<file path="src/rtl/seq_det_ctrl_pkg.sv">
// seq_det_ctrl_pkg: shared FSM/detector encodings and the searched pattern
package seq_det_ctrl_pkg;
  typedef enum logic [1:0] {IDLE, LOAD, SHIFT, DONE} state_t;
  typedef enum logic [2:0] {START, S1, S10, S101, S1011} det_t;
  localparam logic [3:0] PATTERN = 4'b1011;
  // Each state names the longest suffix of the stream that is a pattern prefix
  function automatic det_t det_next(det_t s, logic b);
    case (s)
      START:   return b ? S1 : START;
      S1:      return b ? S1 : S10;
      S10:     return b ? S101 : START;
      S101:    return b ? S1011 : S10;
      default: return b ? S1 : S10;
    endcase
  endfunction
endpackage

</file>
<file path="src/rtl/seq_det_ctrl_det.sv">
// seq1011_det: overlapping "1011" detector with Mealy match output
module seq1011_det
  import seq_det_ctrl_pkg::*;
(
  input  logic clk,
  input  logic rst_n,
  input  logic bit_in,
  input  logic en,
  input  logic clr,
  output logic match
);
  det_t st;
  always_ff @(posedge clk or negedge rst_n)
    if (!rst_n) st <= START;
    else if (clr) st <= START;
    else if (en) st <= det_next(st, bit_in);
  assign match = en && st == S101 && bit_in == PATTERN[0];
endmodule

</file>
<file path="src/rtl/seq_det_ctrl.sv">
// seq_det_ctrl: round-robin arbiter feeding a serial "1011" match counter
module seq_det_ctrl
  import seq_det_ctrl_pkg::*;
#(
  parameter int FRAME_W = 8,
  parameter int CNT_W   = 4
) (
  input  logic               clk,
  input  logic               rst_n,
  input  logic [1:0]         req,
  input  logic [FRAME_W-1:0] data0,
  input  logic [FRAME_W-1:0] data1,
  output logic [1:0]         grant,
  output logic               busy,
  output logic               done,
  output logic               done_id,
  output logic [CNT_W-1:0]   hit_cnt
);
  localparam int BW = $clog2(FRAME_W + 1);
  state_t             state;
  logic [FRAME_W-1:0] sr;
  logic [BW-1:0]      cnt;
  logic [CNT_W-1:0]   acc, acc_nx;
  logic               winner, last_id, win_nx, match;
  seq1011_det u_det (
    .clk   (clk),
    .rst_n (rst_n),
    .bit_in(sr[FRAME_W-1]),
    .en    (state == SHIFT),
    .clr   (state == LOAD),
    .match (match)
  );
  assign win_nx = &req ? ~last_id : req[1];
  assign acc_nx = (match && acc != '1) ? acc + 1'b1 : acc;
  always_ff @(posedge clk or negedge rst_n)
    if (!rst_n) begin
      state   <= IDLE;
      grant   <= '0;
      busy    <= 1'b0;
      done    <= 1'b0;
      done_id <= 1'b0;
      hit_cnt <= '0;
      acc     <= '0;
      sr      <= '0;
      cnt     <= '0;
      winner  <= 1'b0;
      last_id <= 1'b1;
    end else begin
      grant <= '0;
      done  <= 1'b0;
      case (state)
        IDLE: if (|req) begin
          state  <= LOAD;
          busy   <= 1'b1;
          winner <= win_nx;
          grant  <= win_nx ? 2'b10 : 2'b01;
        end
        LOAD: begin
          state <= SHIFT;
          sr    <= winner ? data1 : data0;
          acc   <= '0;
          cnt   <= '0;
        end
        SHIFT: begin
          sr  <= sr << 1;
          cnt <= cnt + 1'b1;
          acc <= acc_nx;
          // acc_nx folds in the final bit's match so it is not lost
          if (cnt == BW'(FRAME_W - 1)) begin
            state   <= DONE;
            done    <= 1'b1;
            done_id <= winner;
            hit_cnt <= acc_nx;
            last_id <= winner;
          end
        end
        default: begin
          state <= IDLE;
          busy  <= 1'b0;
        end
      endcase
    end
endmodule

</file>
<file path="config.mk">
export PLATFORM = sky130hd
export DESIGN_NAME = seq_det_ctrl
export DESIGN_NICKNAME = d
export VERILOG_FILES = /design/src/rtl/seq_det_ctrl_pkg.sv /design/src/rtl/seq_det_ctrl_det.sv /design/src/rtl/seq_det_ctrl.sv
export SDC_FILE = /design/constraint.sdc
export NUM_CORES = 1
export LEC_CHECK = 0
export ABC_CLOCK_PERIOD_IN_PS = 1660
export BUFFER_PORTS_ARGS = -buffer_cell sky130_fd_sc_hd__buf_2
export CORE_ASPECT_RATIO = 1.4
export CORE_MARGIN = 1.5
export CORE_UTILIZATION = 50
export CTS_CLUSTER_SIZE = 30
export DETAILED_ROUTE_END_ITERATION = 10
export HOLD_SLACK_MARGIN = 0.05
export PLACE_DENSITY_LB_ADDON = 0.3
export SYNTH_ARGS = -nofsm -noshare
export SYNTH_HDL_FRONTEND = slang
export SYNTH_SLANG_ARGS = --single-unit
</file>
<file path="constraint.sdc">
create_clock -name clk -period 1.66 [get_ports clk]
set_input_delay 0.498 -clock clk [delete_from_list [all_inputs] [get_ports clk]]
set_output_delay 0.498 -clock clk [all_outputs]
set_load 0.05 [all_outputs]
</file>
==> results of run 1 <==
stage by stage:
| stage | worst slack, ns | instances | area (um^2) |
|---|---|---|---|
| global route | -0.00748 | 246 | 2110 |
| finish | 0.0858 | 246 | 2110 |
| global placement | 0.0714 | 235 | 1950 |
| detailed placement | 0.00525 | 235 | 1950 |
| CTS | -0.0141 | 243 | 2040 |
| floorplan | 0.0116 | 164 | 1690 |
state kept, by name, indices dropped and copies added, names as in the netlist:
register / count
acc: 4
busy: 1
cnt: 4
done: 1
done_id: 1
grant: 2
hit_cnt: 4
last_id: 1
sr: 8
state: 2
u_det.st: 3
winner: 1
synth_stat cells, drive strengths merged:
library cell	count
a311oi	1
dfrtp	31
a22o	2
a2111oi	1
dfstp	1
nor3	1
nor2	9
or2	1
xnor2	2
a21o	1
nor4	1
o2bb2ai	3
nand3	3
a31oi	1
o21ai	15
inv	10
o221ai	1
o41ai	2
nand3b	3
a211oi	1
buf	4
nand2b	1
or2b	1
clkbuf	5
mux2i	12
ha	6
o22ai	1
a221o	1
mux2	7
nor4b	1
a22oi	1
a21oi	8
nand2	24
o31ai	2
report_power, final:
| part | total (uW) | leakage (uW) | switching (uW) | internal (uW) |
|---|---|---|---|---|
| registers | 1220 | 0.000415 | 209 | 1010 |
| clock network | 554 | 0.0000410 | 269 | 284 |
| logic | 1800 | 0.000549 | 913 | 886 |
metal layers:
layer / GRT usage / up-vias / wire length [um]
met3: 0.0500 / 8 / 125
met4: 0.0906 / 0 / 72
met5: 0 / - / 0
li1: - / 664 / -
met2: 0.401 / 33 / 1950
met1: 0.228 / 644 / 1310
kinds of logic after synthesis:
logic type | count (synthesis) | share of synthesized area
buffers and inverters | 19 | 0.0445
multiplexers | 19 | 0.118
flip-flops | 32 | 0.476
AND/OR/NAND/NOR | 45 | 0.127
XOR/XNOR | 2 | 0.0104
AO/OA/AOI/OAI | 41 | 0.180
adder cells (fa/ha/maj) | 6 | 0.0445
repair_timing:
item	CTS	global route
setup buffers	1	3
gates resized for setup	2	8
setup endpoints to repair	1	7
pin swaps	1	1
path summary, 6_finish.rpt:
kind | endpoint | cells past startpoint | slack, ns
min in group clk | grant[0]$_DFF_PN0_ | 2 | 0.43
max | hit_cnt[0]$_DFFE_PN0P_ | 7 | 0.09
max reg2reg | hit_cnt[0]$_DFFE_PN0P_ | 7 | 0.09
min | hit_cnt[2]$_DFFE_PN0P_ | 1 | 0.12
min reg2reg | hit_cnt[0]$_DFFE_PN0P_ | 2 | 0.48
max in group asynchronous | last_id$_DFFE_PN1P_ | 2 | 1.04
area by class of cell:
cell class,instances,area (um^2)
Timing Repair Buffer,45,293
Sequential cell,32,802
Tap cell,39,48.8
Clock buffer,6,72.6
Clock inverter,1,5.00
Fill cell,244,1040
Inverter,10,41.3
Multi-Input combinational cell,113,846
==> impl_metrics.csv, run 1 <==
group,metric,value,unit
power,power_leakage,0.00101,uW
worst_setup_path,critPathSlowestCell,"dfrtp_1",
logic_synthesis,synth_top_area_frac,0.460,
logic_synthesis,yosys_warnings,0,
placed_design,portBuffers,28,
status,outcome,"finished clean",
hold_path,hp-class,"input pin to asynchronous set/reset pin",
cts,clock_sinks,32,
detailed_routing,drcViolationCount,0,
worst_setup_path,cp-startpoint,"state[0]$_DFFE_PN0P_",
detailed_routing,vias,1349,
worst_setup_path,arrival,1.75,ns
power,power_density,1690,mW/mm^2
floorplanning,dieArea,0.00373,mm^2
logic_synthesis,seq_area_frac_synth,0.476,
power,irDropWorstVdd,1350,uV
cts,path_clk_slew,0.06,ns
timing,tns,0,ns
timing,fin_hold_ws,0.124,ns
worst_setup_path,path_cells,"inv_2 -> ha_4 -> nand2_4 -> a311oi_4 -> buf_4 -> xnor2_1 -> o21ai_1",
global_route,grt_usage,0.217,
detailed_routing,routed_wl,3450,um
worst_setup_path,crit_family,"compound AO/OA/AOI/OAI gates",
detailed_routing,drt-initial-drc-count,36,
cts,clk_path_buf_depth,2,
worst_setup_path,worstSetupEndpointType,"register",
floorplanning,row_count,24,
cts,tritoncts.num_buffers,5,
cts,cts_tree,"built",
detailed_routing,via_per_inst,5.48,
logic_synthesis,synthCells,164,
timing,setup_violations,0,
cells_and_area,final_common_cell,"dfrtp_1",
logic_synthesis,syn-mean-instance-area,10.3,um^2
cells_and_area,synthToLayoutAreaGrowth,25.1,%
global_route,grt_max_degree,20,
cells_and_area,antenna_cells,0,
logic_synthesis,syn_nets,190,
global_route,grt_pass1_wl,6060,um
floorplanning,coreArea,0.00315,mm^2
cts,holdBufCountCts,0,
job,maxCapViolCount,0,
cts,cts_root_buf,"clkbuf_8",
cells_and_area,layout-drive-gt1-share,0.343,
logic_synthesis,synth.cell_area,0.00169,mm^2
timing,slew_violations,0,
worst_setup_path,crit_path_max_fanout,5,
worst_setup_path,critPathLaunchType,"register",
detailed_routing,wl_per_cell,14.0,um
timing,worst_pin_slew,0.489,ns
floorplanning,die_h,71.7,um
cts,htree_levels,2,
timing,fmax,0.635,GHz
worst_setup_path,worstPathRequired,1.83,ns
floorplanning,die-width,52.1,um
timing,period_share,0.948,
placed_design,gp_congestion,0.786,
worst_setup_path,critPathBufInv,2,
worst_setup_path,rr_startpoint,"state[0]$_DFFE_PN0P_",
cells_and_area,layout_common_cells,"dfrtp_1 (31), buf_2 (28), nand2_1 (23)",
timing,finalClockSkew,0.00442,ns
logic_synthesis,yosysUniqueCellTypes,38,
global_route,antenna_found_initial,0,
worst_setup_path,max_stage_delay,0.40,ns
detailed_routing,ant_nets,0,
logic_synthesis,yosysTopAreaCell,"dfrtp_1",
timing,slew_headroom,0.674,
power,finalPower,3570,uW
cells_and_area,fin_nets,233,
logic_synthesis,ys_ff_latch,32,
timing,post-route-min-period,1.57,ns
detailed_routing,drt-pass1-iter-count,4,
logic_synthesis,synth_area_leaders,"dfrtp_1 (46%), mux2i_1 (7.1%), nand2_1 (5.3%)",
global_route,grt_pass1_vias,1392,
cts,clk_latency,0.28,ns
floorplanning,start_util,0.535,
cells_and_area,utilization,0.669,
placed_design,hpwl,2610,um
worst_setup_path,path_class,"register to register",
global_route,grt_overflow,0,
timing,hold_violations,0,
floorplanning,design.portCount,29,
Note: power is estimated with default switching activity, not from simulation.
==> run 2, diff against run 1 <==
Settings changed: CELL_PAD_IN_SITES_DETAIL_PLACEMENT set to 1, CELL_PAD_IN_SITES_GLOBAL_PLACEMENT set to 1, CORE_UTILIZATION 50 to 38.
==> run 2 against run 1 <==
- global-route usage is 2.9 points lower
- worst setup slack better by 0.0074 ns
- register-to-register slack hardly changed
- die area is 30% higher
- worst hold slack better by 0.0074 ns
- via count is 2.6% higher
- final area is 0.47% higher
- flip-flop and latch count stayed put
- combinational power is 7% lower
- non-clock buffer count is 1 lower
- first-iteration DRC count is 14% higher
- total power is 1.3% lower
- critical path type unchanged
- critical endpoint is now u_det.st[0]$_DFFE_PN0N_
- largest power group unchanged
==> impl_metrics.csv, run 2 (synthesis gave the netlist of run 1 again) <==
group,metric,value,unit
placed_design,portBuffers,28,
floorplanning,design.portCount,29,
worst_setup_path,worstPathRequired,1.87,ns
job,maxCapViolCount,0,
worst_setup_path,path_cells,"inv_1 -> ha_2 -> buf_4 -> nand3b_1 -> or2b_1 -> o21ai_0",
timing,setup_violations,0,
worst_setup_path,arrival,1.78,ns
cells_and_area,final_common_cell,"dfrtp_1",
floorplanning,die-width,59.3,um
power,finalPower,3520,uW
cells_and_area,layout_common_cells,"dfrtp_1 (31), buf_2 (28), nand2_1 (22)",
power,swShare,0.407,
power,power_density,1660,mW/mm^2
detailed_routing,ant_nets,0,
status,outcome,"finished clean",
timing,fmax,0.638,GHz
cells_and_area,fin_nets,232,
cells_and_area,layout-drive-gt1-share,0.357,
detailed_routing,drcViolationCount,0,
global_route,antenna_found_initial,0,
cells_and_area,multi_input_comb_area,838,um^2
worst_setup_path,rr_startpoint,"state[1]$_DFFE_PN0P_",
worst_setup_path,max_stage_delay,0.41,ns
power,power_leakage,0.00100,uW
global_route,grt_pass1_vias,1520,
worst_setup_path,worstSetupEndpointType,"register",
detailed_routing,wl_per_cell,15.7,um
cells_and_area,synthToLayoutAreaGrowth,25.7,%
global_route,grt_max_degree,21,
power,irDropWorstVdd,829,uV
worst_setup_path,regToRegEndpoint,"u_det.st[0]$_DFFE_PN0N_",
detailed_routing,vias,1384,
placed_design,post-place-ws,-0.0594,ns
floorplanning,die_h,81.8,um
cts,path_clk_slew,0.07,ns
power,power.switching,1430,uW
timing,slew_violations,0,
cells_and_area,top_register,"sr",
cts,clk_path_buf_depth,2,
cts,holdBufCountCts,0,
cells_and_area,largest_reg_flops,8,
worst_setup_path,critPathSlowestCell,"dfrtp_1",
power,p_int,2090,uW
cts,tritoncts.num_buffers,5,
floorplanning,start_util,0.398,
timing,period_share,0.944,
detailed_routing,via_per_inst,5.18,
timing,hold_violations,0,
detailed_routing,drt-pass1-iter-count,4,
timing,worst_pin_slew,0.459,ns
power,p_clk_frac,0.181,
worst_setup_path,reg2regPathDepth,6,
placed_design,gp_congestion,0.923,
cts,cts_tree,"built",
floorplanning,dieArea,0.00485,mm^2
cts,clk_latency,0.29,ns
global_route,grt_pass1_wl,6790,um
cells_and_area,fillers,497,
worst_setup_path,critPathLaunchType,"register",
cells_and_area,seq_area,802,um^2
cts,clock_sinks,32,
detailed_routing,routed_wl,4200,um
global_route,grt_usage,0.188,
power,seq_power_share,0.345,
cells_and_area,antenna_cells,0,
cts,htree_levels,2,
worst_setup_path,r2r_setup_slack,0.09,ns
worst_setup_path,crit_path_max_fanout,5,
worst_setup_path,path_class,"register to register",
timing,slew_headroom,0.691,
floorplanning,coreArea,0.00424,mm^2
timing,post-route-min-period,1.57,ns
global_route,grt_overflow,0,
cts,cts_root_buf,"clkbuf_8",
detailed_routing,drt-initial-drc-count,41,
timing,setup_slack,0.0932,ns
placed_design,hpwl,3180,um
hold_path,hp-class,"input pin to asynchronous set/reset pin",
floorplanning,row_count,28,
timing,finalClockSkew,0.00727,ns
power,comb_power_share,0.474,
## run 2: final cells by class
class,count,area share
multi-input cells,113,0.396
clock buffers,6,0.0390
well taps,60,0.0354
repair buffers,44,0.129
clock inverters,2,0.00473
inverters,10,0.0177
flip-flops and latches,32,0.379
## run 2: how the worst max path moves through the flow
stage | start | to | slack [ns] | cells after the start
floorplan | state[0]$_DFFE_PN0P_ | acc[3]$_DFFE_PN0N_ | 0.01 | 7
global placement | state[0]$_DFFE_PN0P_ | hit_cnt[1]$_DFFE_PN0P_ | 0.06 | 6
detailed placement | state[0]$_DFFE_PN0P_ | acc[0]$_DFFE_PN0N_ | -0.06 | 6
CTS | state[0]$_DFFE_PN0P_ | acc[0]$_DFFE_PN0N_ | 0.007 | 6
global route | state[1]$_DFFE_PN0P_ | u_det.st[0]$_DFFE_PN0N_ | -0.02 | 6
finish | state[1]$_DFFE_PN0P_ | u_det.st[0]$_DFFE_PN0N_ | 0.09 | 6
## run 2: metal layers
metal	track usage	share of wire	up-vias
met2	0.362	0.56	30
li1	-	-	658
met3	0.0299	0.031	10
met5	0	0	-
met4	0.0955	0.025	0
met1	0.188	0.39	686
## run 2: what timing repair did
action                                  4_1_cts  5_1_grt
pin swaps                                     1        1
endpoints found under the setup margin        3       11
setup buffers                                 2        2
gates resized for setup                       4        7
## run 2: worst max-delay path: cells and delay by family (launching register included)
family,cells,cell delay (ns)
and+or+nand+nor,2,0.35
AOI/OAI and AO/OA,1,0.07
adders and majority gates,1,0.40
DFF,1,0.41
buffers and inverters,2,0.26
## run 2: power groups by stage
stage | registers, uW | logic (uW) | clock network [uW]
finish | 1220 | 1670 | 637
detailed placement | 1230 | 1600 | 0
global route | 1250 | 1840 | 691
CTS | 1220 | 1640 | 651
global placement | 1200 | 1520 | 0
floorplan | 1250 | 1050 | 0
## run 2: per-stage QoR
| stage | setup TNS (ns) | hold WS, ns | std cells | cell area, um^2 | util |
|---|---|---|---|---|---|
| 2_1_floorplan | 0 | 0.202 | 164 | 1690 | - |
| 3_3_place_gp | 0 | 0.450 | 255 | 1970 | 0.464 |
| 3_5_place_dp | -0.0760 | 0.454 | 255 | 1970 | 0.464 |
| 4_1_cts | 0 | 0.144 | 265 | 2090 | 0.494 |
| 5_1_grt | -0.0232 | 0.148 | 267 | 2120 | 0.500 |
| 6_report | 0 | 0.131 | 267 | 2120 | 0.500 |
==> run 3, diff against run 2 <==
Settings changed: REMOVE_ABC_BUFFERS set to 1.
==> run 3 against run 2 <==
- die area unchanged
- total power down 1.8%
- sequential power about the same
- worst hold slack better by 0.11 ns
- register-to-register slack about the same
- final area down 0.53%
- critical endpoint is now hit_cnt[0]$_DFFE_PN0P_
- critical path depth down 1
- highest routed layer unchanged
- largest cell class unchanged
- flip-flop and latch count unchanged
==> impl_metrics.csv, run 3 (synthesis gave the netlist of run 1 again) <==
group,metric,value,unit
cells_and_area,final_common_cell,"dfrtp_1",
cells_and_area,layout-drive-gt1-share,0.327,
detailed_routing,drcViolationCount,0,
detailed_routing,ant_nets,0,
placed_design,post-place-ws,-0.0108,ns
power,irDropWorstVdd,875,uV
placed_design,post_dp_cell_area,0.00199,mm^2
worst_setup_path,reg2regPathDepth,5,
placed_design,gp_congestion,0.735,
cts,htree_levels,2,
cells_and_area,antenna_cells,0,
worst_setup_path,worstSetupEndpointType,"register",
worst_setup_path,worstPathRequired,1.82,ns
worst_setup_path,cp-startpoint,"acc[0]$_DFFE_PN0N_",
global_route,grt_overflow,0,
cells_and_area,largest_reg_flops,8,
floorplanning,row_count,28,
status,outcome,"finished clean",
cts,clk_latency,0.28,ns
floorplanning,dieArea,0.00485,mm^2
detailed_routing,drt-initial-drc-count,18,
global_route,grt_pass1_wl,6790,um
cts,tritoncts.num_buffers,5,
cts,cts_root_buf,"clkbuf_8",
detailed_routing,vias,1360,
floorplanning,die-width,59.3,um
floorplanning,start_util,0.398,
timing,hold_violations,0,
cells_and_area,synthToLayoutAreaGrowth,25.0,%
cells_and_area,finalNonFillerCells,268,
worst_setup_path,path_class,"register to register",
worst_setup_path,arrival,1.74,ns
floorplanning,die_h,81.8,um
floorplanning,design.portCount,29,
placed_design,dp_cells,260,
cells_and_area,top_register,"sr",
timing,worst_pin_slew,0.519,ns
power,power_leakage,0.00101,uW
cells_and_area,fin_nets,233,
placed_design,hpwl,2980,um
cts,clk_path_buf_depth,2,
timing,finalClockSkew,0.00606,ns
cells_and_area,design_area,0.00211,mm^2
timing,setup_violations,0,
detailed_routing,routed_wl,3990,um
detailed_routing,via_per_inst,5.07,
detailed_routing,wl_per_cell,14.9,um
timing,post-route-min-period,1.58,ns
placed_design,portBuffers,28,
timing,slew_headroom,0.654,
cells_and_area,layout_common_cells,"dfrtp_1 (31), buf_2 (28), nand2_1 (23)",
worst_setup_path,crit_path_max_fanout,4,
worst_setup_path,critPathLaunchType,"register",
floorplanning,coreArea,0.00424,mm^2
global_route,grt_usage,0.189,
cts,cts_tree,"built",
cts,holdBufCountCts,0,
timing,setup_slack,0.0799,ns
global_route,grt_max_degree,33,
detailed_routing,drt-pass1-iter-count,4,
timing,slew_violations,0,
timing,rsz0062_at_grt,"true",
power,power_density,1640,mW/mm^2
cts,path_clk_slew,0.06,ns
timing,period_share,0.952,
hold_path,hp-class,"input pin to asynchronous set/reset pin",
timing,fmax,0.633,GHz
global_route,grt_pass1_vias,1463,
job,maxCapViolCount,0,
cts,clock_sinks,32,
global_route,antenna_found_initial,0,
worst_setup_path,rr_startpoint,"acc[0]$_DFFE_PN0N_",
## run 3: worst paths after layout
check	to	slack (ns)
hold / removal	done$_DFF_PN0_	0.24
setup / recovery	hit_cnt[0]$_DFFE_PN0P_	0.08
hold reg to reg	done_id$_DFFE_PN0P_	0.48
max in group asynchronous	last_id$_DFFE_PN1P_	1.09
setup reg to reg	hit_cnt[0]$_DFFE_PN0P_	0.08
min in group clk	grant[0]$_DFF_PN0_	0.44
## run 3: through the flow
step           TNS (ns)  hold WS, ns  total power, uW   util
2_1_floorplan     -2.96        0.202             2230      -
6_report              0        0.241             3460  0.497
4_1_cts               0        0.250             3500  0.497
3_5_place_dp    -0.0108        0.469             2810  0.470
5_1_grt        -0.00550        0.267             3720  0.497
3_3_place_gp          0        0.452             2710  0.470
## run 3: per-layer routing
layer / global-route usage / routed length [um]
met1: 0.204 / 1640
met2: 0.353 / 2180
met3: 0.0472 / 111
met4: 0.0545 / 51
met5: 0 / 0
## run 3: where the power goes
part | internal, uW | leakage, uW | switching, uW | total, uW
registers | 1010 | 0.000415 | 209 | 1220
logic | 714 | 0.000546 | 876 | 1590
clock network | 378 | 0.0000515 | 277 | 655
## run 3: final cells by class
class                   count  area (um^2)
inverters                  10         37.5
repair buffers             45          272
multi-input cells         113          821
flip-flops and latches     32          802
clock buffers               8          100
well taps                  60         75.1
fillers                   490         2130
## run 3: critical path, stage by stage (launching register included)
cell and delay, ns:
dfrtp_1 0.39, ha_1 0.30, a311oi_4 0.42, buf_4 0.18
xnor2_1 0.11, o21ai_1 0.08
## run 3: repair_timing
action	4_1_cts	5_1_grt
setup endpoints to repair	3	7
gates resized for setup	6	0
buffers inserted	0	0
pin swaps	1	2
